`src/rtl/job_engine_pkg.sv`:
```
// Shared types and default sizing for the job_engine worker datapath.
// Optional parity checking is enabled by defining JOB_ENGINE_PARITY_EN.
package job_engine_pkg;

    localparam int LEN_W_DEF   = 8;
    localparam int DATA_W_DEF  = 8;
    localparam int TIMEOUT_DEF = 16;

    typedef enum logic [2:0] {
        IDLE,
        LOAD,
        STREAM,
        FINISH,
        FAIL
    } state_t;

endpackage

```
`src/rtl/job_engine_stall_timer.sv`:
```
// Stall counter for job_engine: clear/increment with an expiry flag
// raised on the increment that brings the count up to TIMEOUT.
module stall_timer
    import job_engine_pkg::*;
#(
    parameter int TIMEOUT = TIMEOUT_DEF,
    parameter int CNT_W   = 8
) (
    input  logic clk,
    input  logic reset,
    input  logic clr,
    input  logic inc,
    output logic expired
);

    logic [CNT_W-1:0] count_q;
    logic [CNT_W-1:0] count_d;

    // expiry is combinational so the FSM leaves on the TIMEOUT-th stall
    assign expired = inc && (count_q == CNT_W'(TIMEOUT - 1));

    always_comb begin
        count_d = count_q;
        if (clr) begin
            count_d = '0;
        end else if (inc && (count_q != CNT_W'(TIMEOUT))) begin
            count_d = count_q + 1'b1;
        end
    end

    always_ff @(posedge clk) begin
        if (reset) begin
            count_q <= '0;
        end else begin
            count_q <= count_d;
        end
    end

endmodule

```
`src/rtl/job_engine.sv`:
```
// Worker datapath behind the run/done/error handshake: streams job_len
// beats into a checksum. Define JOB_ENGINE_PARITY_EN for in_parity checks.
module job_engine
    import job_engine_pkg::*;
#(
    parameter int LEN_W   = LEN_W_DEF,
    parameter int DATA_W  = DATA_W_DEF,
    parameter int TIMEOUT = TIMEOUT_DEF
) (
    input  logic              clk,
    input  logic              reset,
    input  logic              busy,
    input  logic [LEN_W-1:0]  job_len,
    input  logic              in_valid,
    input  logic [DATA_W-1:0] in_data,
`ifdef JOB_ENGINE_PARITY_EN
    input  logic              in_parity,
`endif
    output logic              in_ready,
    output logic              done,
    output logic              error,
    output logic [DATA_W-1:0] checksum,
    output logic [LEN_W-1:0]  beat_cnt
);

    state_t            state_q, state_d;
    logic              busy_q;
    logic [LEN_W-1:0]  remaining_q, remaining_d;
    logic [LEN_W-1:0]  beat_cnt_q, beat_cnt_d;
    logic [DATA_W-1:0] checksum_q, checksum_d;

    logic start;
    logic parity_ok;
    logic st_clr;
    logic st_inc;
    logic st_expired;

    assign start = busy & ~busy_q;

`ifdef JOB_ENGINE_PARITY_EN
    assign parity_ok = (in_parity == ^in_data);
`else
    assign parity_ok = 1'b1;
`endif

    stall_timer #(
        .TIMEOUT (TIMEOUT),
        .CNT_W   (8)
    ) u_stall (
        .clk     (clk),
        .reset   (reset),
        .clr     (st_clr),
        .inc     (st_inc),
        .expired (st_expired)
    );

    always_comb begin
        state_d     = state_q;
        remaining_d = remaining_q;
        beat_cnt_d  = beat_cnt_q;
        checksum_d  = checksum_q;
        in_ready    = 1'b0;
        done        = 1'b0;
        error       = 1'b0;
        st_clr      = 1'b0;
        st_inc      = 1'b0;
        unique case (state_q)
            IDLE: begin
                if (start) begin
                    state_d    = LOAD;
                    checksum_d = '0;
                    beat_cnt_d = '0;
                    st_clr     = 1'b1;
                end
            end
            LOAD: begin
                remaining_d = job_len;
                if (!busy) begin
                    state_d = IDLE;
                end else if (job_len == '0) begin
                    state_d = FAIL;
                end else begin
                    state_d = STREAM;
                end
            end
            STREAM: begin
                in_ready = 1'b1;
                // an abort drops any beat offered in the same cycle
                if (!busy) begin
                    state_d = IDLE;
                end else if (in_valid) begin
                    st_clr = 1'b1;
                    if (!parity_ok) begin
                        state_d = FAIL;
                    end else begin
                        checksum_d  = checksum_q + in_data;
                        beat_cnt_d  = beat_cnt_q + 1'b1;
                        remaining_d = remaining_q - 1'b1;
                        if (remaining_q == LEN_W'(1)) begin
                            state_d = FINISH;
                        end
                    end
                end else begin
                    st_inc = 1'b1;
                    if (st_expired) begin
                        state_d = FAIL;
                    end
                end
            end
            FINISH: begin
                done = 1'b1;
                if (!busy) begin
                    state_d = IDLE;
                end
            end
            FAIL: begin
                error = 1'b1;
                if (!busy) begin
                    state_d = IDLE;
                end
            end
            default: begin
                state_d = IDLE;
            end
        endcase
    end

    always_ff @(posedge clk) begin
        if (reset) begin
            state_q     <= IDLE;
            busy_q      <= 1'b0;
            remaining_q <= '0;
            beat_cnt_q  <= '0;
            checksum_q  <= '0;
        end else begin
            state_q     <= state_d;
            busy_q      <= busy;
            remaining_q <= remaining_d;
            beat_cnt_q  <= beat_cnt_d;
            checksum_q  <= checksum_d;
        end
    end

    assign checksum = checksum_q;
    assign beat_cnt = beat_cnt_q;

endmodule

```
`config.mk`:
```
export PLATFORM = sky130hd
export DESIGN_NAME = job_engine
export DESIGN_NICKNAME = d
export VERILOG_FILES = /design/src/rtl/job_engine_pkg.sv /design/src/rtl/job_engine_stall_timer.sv /design/src/rtl/job_engine.sv
export SDC_FILE = /design/constraint.sdc
export NUM_CORES = 1
export LEC_CHECK = 0
export ABC_CLOCK_PERIOD_IN_PS = 3000
export BUFFER_PORTS_ARGS = -buffer_cell sky130_fd_sc_hd__buf_2
export CAP_MARGIN = 20
export CORE_MARGIN = 1
export CORE_UTILIZATION = 53
export DETAILED_ROUTE_END_ITERATION = 10
export GPL_ROUTABILITY_DRIVEN = 0
export PLACE_DENSITY = 0.74
export SLEW_MARGIN = 20
export SYNTH_ARGS = -nofsm -noshare
export SYNTH_HDL_FRONTEND = slang
export SYNTH_HIERARCHICAL = 1
export SYNTH_SLANG_ARGS = --single-unit
export TNS_END_PERCENT = 20
```
`constraint.sdc`:
```
create_clock -name clk -period 3 [get_ports clk]
set_input_delay 0.45 -clock clk [delete_from_list [all_inputs] [get_ports clk]]
set_output_delay 0.45 -clock clk [all_outputs]
set_load 0.05 [all_outputs]
```
# --- After elaboration in Yosys (flattened, before gate mapping) ---
# Index checks and enable logic that the tools add are counted.
classes:
  n_addsub: 4
  eq_ne: 13
  muxes: 29
  bitwise_logic: 2
  n_reduce_logical: 11
op_table:
  columns: ["operator", "count"]
  rows:
  - ["2-to-1 mux 8 bit", 7]
  - ["case mux 8 bit (2 select lines)", 3]
  - ["2-to-1 mux 3 bit", 8]
  - ["adder 8 x 1 -> 8 bit, second input constant", 2]
  - ["case mux 3 bit (4 select lines)", 1]
  - ["2-to-1 mux 1 bit", 9]
  - ["adder 8 bit", 1]
  - ["== test 8 x 1 -> 1 bit, second input constant", 1]
  - ["== test 8 x 4 -> 1 bit, second input constant", 1]
  - ["logical NOT 8 bit", 1]
  - ["!= test 2 bit, second input constant", 4]
  - ["!= test 4 bit, second input constant", 2]
  - ["!= test 8 x 5 -> 1 bit, second input constant", 1]
  - ["AND reduction 4 bit", 2]
  - ["subtractor 8 x 1 -> 8 bit, second input constant", 1]
  - ["== test 3 x 2 -> 1 bit, second input constant", 2]
  - ["nonzero test 2 bit", 2]
  - ["OR reduction 2 bit", 2]
  - ["== test 3 x 1 -> 1 bit, second input constant", 1]
  - ["== test 3 bit, second input constant", 1]
  - ["logical NOT 3 bit", 1]
  - ["AND reduction 3 bit", 1]
  - ["logical AND 1 bit", 2]
  - ["case mux 1 bit (2 select lines)", 1]
  - ["other kinds (2)", 2]
word_totals:
  ff_bits: 36
  input_bits: 20
  output_inout_bits: 19
  elab_cells: 65

# --- Depth between registers and ports, before layout ---
logic_depth:
  word_depth: 8
  depth_mapped: 11
  mapped_depth_nobuf: 9

# --- Modules after synthesis ---
# Netlist, hierarchy kept.
by_module_without_submodules:
  columns: ["mod", "instances", "cells_per_inst", "area_each_um2", "seq_area_each_um2"]
  rows:
  - ["job_engine", 1, 208, 1721.7, 560.5]
  - ["stall_timer", 1, 48, 399.1, 160.2]

# --- Worst setup path after synthesis ---
# No wires, ideal clock.
synth_timing:
  path_kind: "input port to flip-flop"
  startpoint: "input port busy"
  endpoint: "register state_q[0]"
  setup_time_ps: 71
  arrival_ps: 2520
  t_required_ps: 2929
  path_slack_ps: 409
  stages: 10
  path_buffers: 1
  path_cell_list: "or3b_1 > buf_2 > nor3b_1 > nand4_1 > nor3_1 > o21bai_1 > a31o_2 > a22oi_1 > o211ai_1 > a21oi_1"
synth_between:
  elab_chain_len: 5
  elab_cells_between_ends: 12
  cone_classes: "4 x eq/ne; 5 x mux; 1 x bitwise; 2 x reduce/logical"
synth_lines:
  columns: ["element", "line_no", "rtl"]
  rows:
  - ["from (decl)", "job_engine.sv:12", "input logic busy,"]
  - ["2-to-1 mux 1 bit", "job_engine.sv:89", "if (!busy) begin"]
  - ["2-to-1 mux 1 bit", "job_engine.sv:67", "unique case (state_q)"]
  - ["net st_inc", "job_engine.sv:35", "logic st_inc;"]
  - ["logical AND 1 bit", "job_engine_stall_timer.sv:20", "assign expired = inc && (count_q == CNT_W'(TIMEOUT - 1));"]
  - ["net st_expired", "job_engine.sv:36", "logic st_expired;"]
  - ["!= test 4 bit (no source line)", null, null]
  - ["AND reduction 4 bit (no source line)", null, null]
  - ["to (signal assigned)", "job_engine.sv:136", "state_q <= state_d;"]
  - ["to (decl)", "job_engine.sv:26", "state_t state_q, state_d;"]
# The timed path passes the listed nets, and every way through them passes these cells.
# A chain may end at the register's enable or synchronous reset.

# --- Worst setup path after layout ---
layout_timing:
  startpoint: "register state_q[2]"
  endpoint: "register state_q[0]"
layout_between:
  elab_chain_len: 5
  elab_cells_between_ends: 14
  cone_classes: "8 x eq/ne; 2 x mux; 4 x reduce/logical"
layout_lines:
  columns: ["element", "line_no"]
  rows:
  - ["== test 3 x 2 -> 1 bit", "job_engine.sv:67"]
  - ["2-to-1 mux 1 bit", "job_engine.sv:67"]
  - ["net st_inc", "job_engine.sv:35"]
  - ["logical AND 1 bit", "job_engine_stall_timer.sv:20"]
  - ["net st_expired", "job_engine.sv:36"]
  - ["!= test 4 bit (no source line)", null]
  - ["AND reduction 4 bit (no source line)", null]
# The timed path passes the listed nets, and every way through them passes these cells.

==> flow_summary_export.csv <==
group,metric,value,unit
run_status,status,"complete, no violations",
clock_tree,cts_setup_buffers,0,
place,place_hpwl,3.235,mm
synth,synth_flop_cell,"dfxtp_1",
floorplanning,die_area,4258,um^2
synth,synth_compound_area_share,22.65,%
sta,finalSetupTns,0,ns
route,drt_first_pass_iters,4,
synth,synth_mux_area_share,0.9440,%
synth,synth.cell_area,2121,um^2
hold_path,hold_path.class,"in2reg",
cells_and_area,syn2layout_area_growth,17.23,%
synth,synth_area_leader_cell,"dfxtp_1",
clock_tree,clock_sinks,36,
power,sequentialPowerShare,40.9,%
clock_tree,cts_resized,0,
route,via_per_inst,5.678,
worst_setup_path,crit_type,"reg2reg",
worst_setup_path,path_cells,"or3b_1, nor3b_1, nand4_1, nor3_1, o21bai_1, a31o_2, a22oi_1, o211ai_1, a21oi_1",
synth,synth_edf_count,0,
clock_tree,numCtsBuffers,5,
hold_path,hold_path_end,"busy_q",
sta,whs,0.4630,ns
worst_setup_path,reg2reg_slack,0.44,ns
worst_setup_path,critPathCaptureType,"flip-flop",
power,combPwrFrac,11.2,%
grt,grt_pass1_vias,1634,
grt,grt_pass1_wl,7.176,mm
worst_setup_path,cp-start-kind,"flip-flop",
floorplanning,die_h,65.26,um
synth,synth.distinct_cells,54,
power,cell_internal_pwr,960.9,uW
synth,syn_avg_cell_area,8.284,um^2
route,wl_per_cell,12.92,um
grt,grt_usage,21.68,%
sta,period_minus_slack,2.560,ns
floorplanning,std_cell_rows,22,
worst_setup_path,worstPathRequired,3.21,ns
synth,ys_seq_area_share,33.98,%
synth,syn-num-nets,289,
sta,finalClockSkew,0.006013,ns
sta,fin_crit_sh,85.32,%
grt,grt_overflow_total,0,
clock_tree,h-tree-depth,2,
sta,hold_violations,0,
power,swShare,22.35,%
floorplanning,core_area,3744,um^2
sta,max_freq,0.3907,GHz
cells_and_area,fin_util,66.41,%
clock_tree,cts_max_path_buffers,2,
route,drt_iter0_markers,91,
floorplanning,die_w,65.26,um
worst_setup_path,slowest_delay,0.50,ns
hold_path,worstHoldStart,"busy",
synth,yosys_register_bits,36,
synth,yosys-top-cells-count,"36 x dfxtp_1, 28 x nor2_1, 25 x nand2_1, 16 x a21oi_1, 13 x nand3_1",
grt,grt_max_degree,24,
sta,tightest_slew,0.5620,ns
floorplanning,start_util,56.65,%
sta,setup_violations,0,
route,drc,0,
power,clock_power_share,47.9,%
synth,synth_most_common_cell,"dfxtp_1",
worst_setup_path,reg2regPathDepth,9,
clock_tree,hold_buffers,0,
worst_setup_path,reg2reg_from,"state_q[2]",
synth,synth_area_leaders,"dfxtp_1 34%, ha_1 7.1%, nor2_1 5.0%",
clock_tree,clk_pin_slew,0.08,ns
cells_and_area,antenna_cells,0,
grt,antenna_found_initial,0,
synth,synth_top_area_share,33.98,%
route,ant_nets,0,
synth,yosys.area_share.xor_xnor,5.369,%
cells_and_area,drive_gt1_share,19.39,%
cells_and_area,nNetsFinal,326,
synth,synth_fa_ha_area_share,8.024,%
worst_setup_path,r2r-end,"state_q[0]",
route,vias,1942,
worst_setup_path,slowest_stage,"or3b_1",
power,ir_worst_vdd,0.2660,mV
cells_and_area,fillers,345,
place,place_inst,334,
cells_and_area,instances_no_fill,342,
power,p_switching,276.6,uW
clock_tree,cts_tree,"yes",
synth,synth_warnings,6,
synth,synth_top_family_by_area,"simple AND/OR/NAND/NOR gates",
synth,yosys.area_share.simple,24.84,%
worst_setup_path,cp_max_fo,10,
hold_path,worstHoldPathCells,2,
synth,ys_async_sr_fraction,0,%
clock_tree,root_buffer,"clkbuf_8",
place,portBuffers,38,
sta,slew_violations,0,
floorplanning,io_pins,39,
synth,syn-instance-count,256,
route,drt-total-wl,4.419,mm
sta,rsz0062_at_grt,"no",
sta,relSlewSlack,62.39,%
power,power_leakage,1.072,nW
run,max_cap_violations,0,
clock_tree,clk_latency,0.29,ns
power,powerDensity,497.8,nW/um^2
worst_setup_path,cp.arrival,2.77,ns
## layer usage
metal / up-vias / share of wire, % / GRT usage, %
li1: 1016 / - / -
met1: 883 / 49 / 28.86
met2: 39 / 46 / 34.66
met3: 4 / 3.8 / 5.208
met4: 0 / 0.91 / 5.978
met5: - / 0 / 0
## cell type report
| cell class | count | area (um^2) | share of cell area (%) |
|---|---|---|---|
| clock buffer | 5 | 68.82 | 2.768 |
| clock inverter | 3 | 90.09 | 3.624 |
| inverter | 8 | 30.03 | 1.208 |
| multi-input combinational | 202 | 1311 | 52.74 |
| sequential | 36 | 720.7 | 28.99 |
| tap | 48 | 60.06 | 2.416 |
| timing repair buffer | 40 | 205.2 | 8.254 |
## kinds of logic (layout without fill, tap and decap cells)
group | count (synthesis) | count (layout)
and+or+nand+nor | 104 | 104
AOI/OAI and AO/OA | 70 | 70
DFF | 36 | 36
buffers and inverters | 18 | 56
adders and majority gates | 13 | 13
xor gates and xnor gates | 13 | 13
muxes | 2 | 2
## stage by stage
step                instance area (um^2)  total power [mW]  setup WS, ns
floorplan                           2121            0.6193        0.4091
CTS                                 2486             1.251        0.4423
global placement                    2327            0.6535        0.3572
global route                        2486             1.294        0.2178
detailed placement                  2327            0.6549        0.3042
finish                              2486             1.238        0.4405
## power by group through the flow
stage	Combinational [mW]	Clock [mW]	Sequential (mW)
after floorplan	0.107	0	0.513
after global placement	0.136	0	0.517
after detailed placement	0.138	0	0.517
after CTS	0.138	0.607	0.506
after global routing	0.156	0.628	0.509
final	0.139	0.592	0.507
## placed cells by master (no fill, tap or decap), types with 3 or more instances in the layout
| master | n |
|---|---|
| bufinv_16 | 3 |
| clkbuf_8 | 5 |
| a31oi_1 | 3 |
| a211oi_1 | 5 |
| nand2_1 | 25 |
| dfxtp_1 | 36 |
| xnor2_1 | 3 |
| a22oi_1 | 8 |
| a21oi_1 | 16 |
| or4_1 | 4 |
| xor2_1 | 10 |
| a21o_1 | 5 |
| nor3b_1 | 3 |
| nor2b_1 | 4 |
| nor3_1 | 4 |
| or2_2 | 3 |
| nand4_1 | 4 |
| nand3_1 | 13 |
| inv_1 | 7 |
| or3_1 | 3 |
| nor2_1 | 28 |
| ha_1 | 12 |
| buf_2 | 38 |
| o21ai_0 | 11 |
## critical path: cells and delay by family, from the launching register on
family | cells | cell delay [ns]
AO/OA/AOI/OAI | 5 | 0.91
flip-flops | 1 | 0.40
AND/OR/NAND/NOR | 4 | 1.19
## state kept, by name (all words and copies together), names as in the netlist
signal / count
beat_cnt: 8
state_q: 3
checksum: 8
remaining_q: 8
busy_q: 1
u_stall/count_q: 8
## worst max-delay path by stage
stage	depth (start not counted)	slack (ns)	to	from
after detailed placement	10	0.30	state_q[0]	busy
final	9	0.44	state_q[0]	state_q[2]
after CTS	9	0.44	state_q[0]	state_q[2]
after floorplan	10	0.41	state_q[0]	busy
after global routing	9	0.22	state_q[0]	state_q[2]
after global placement	10	0.36	state_q[0]	busy
No activity file was read; power rests on OpenSTA's default activity.
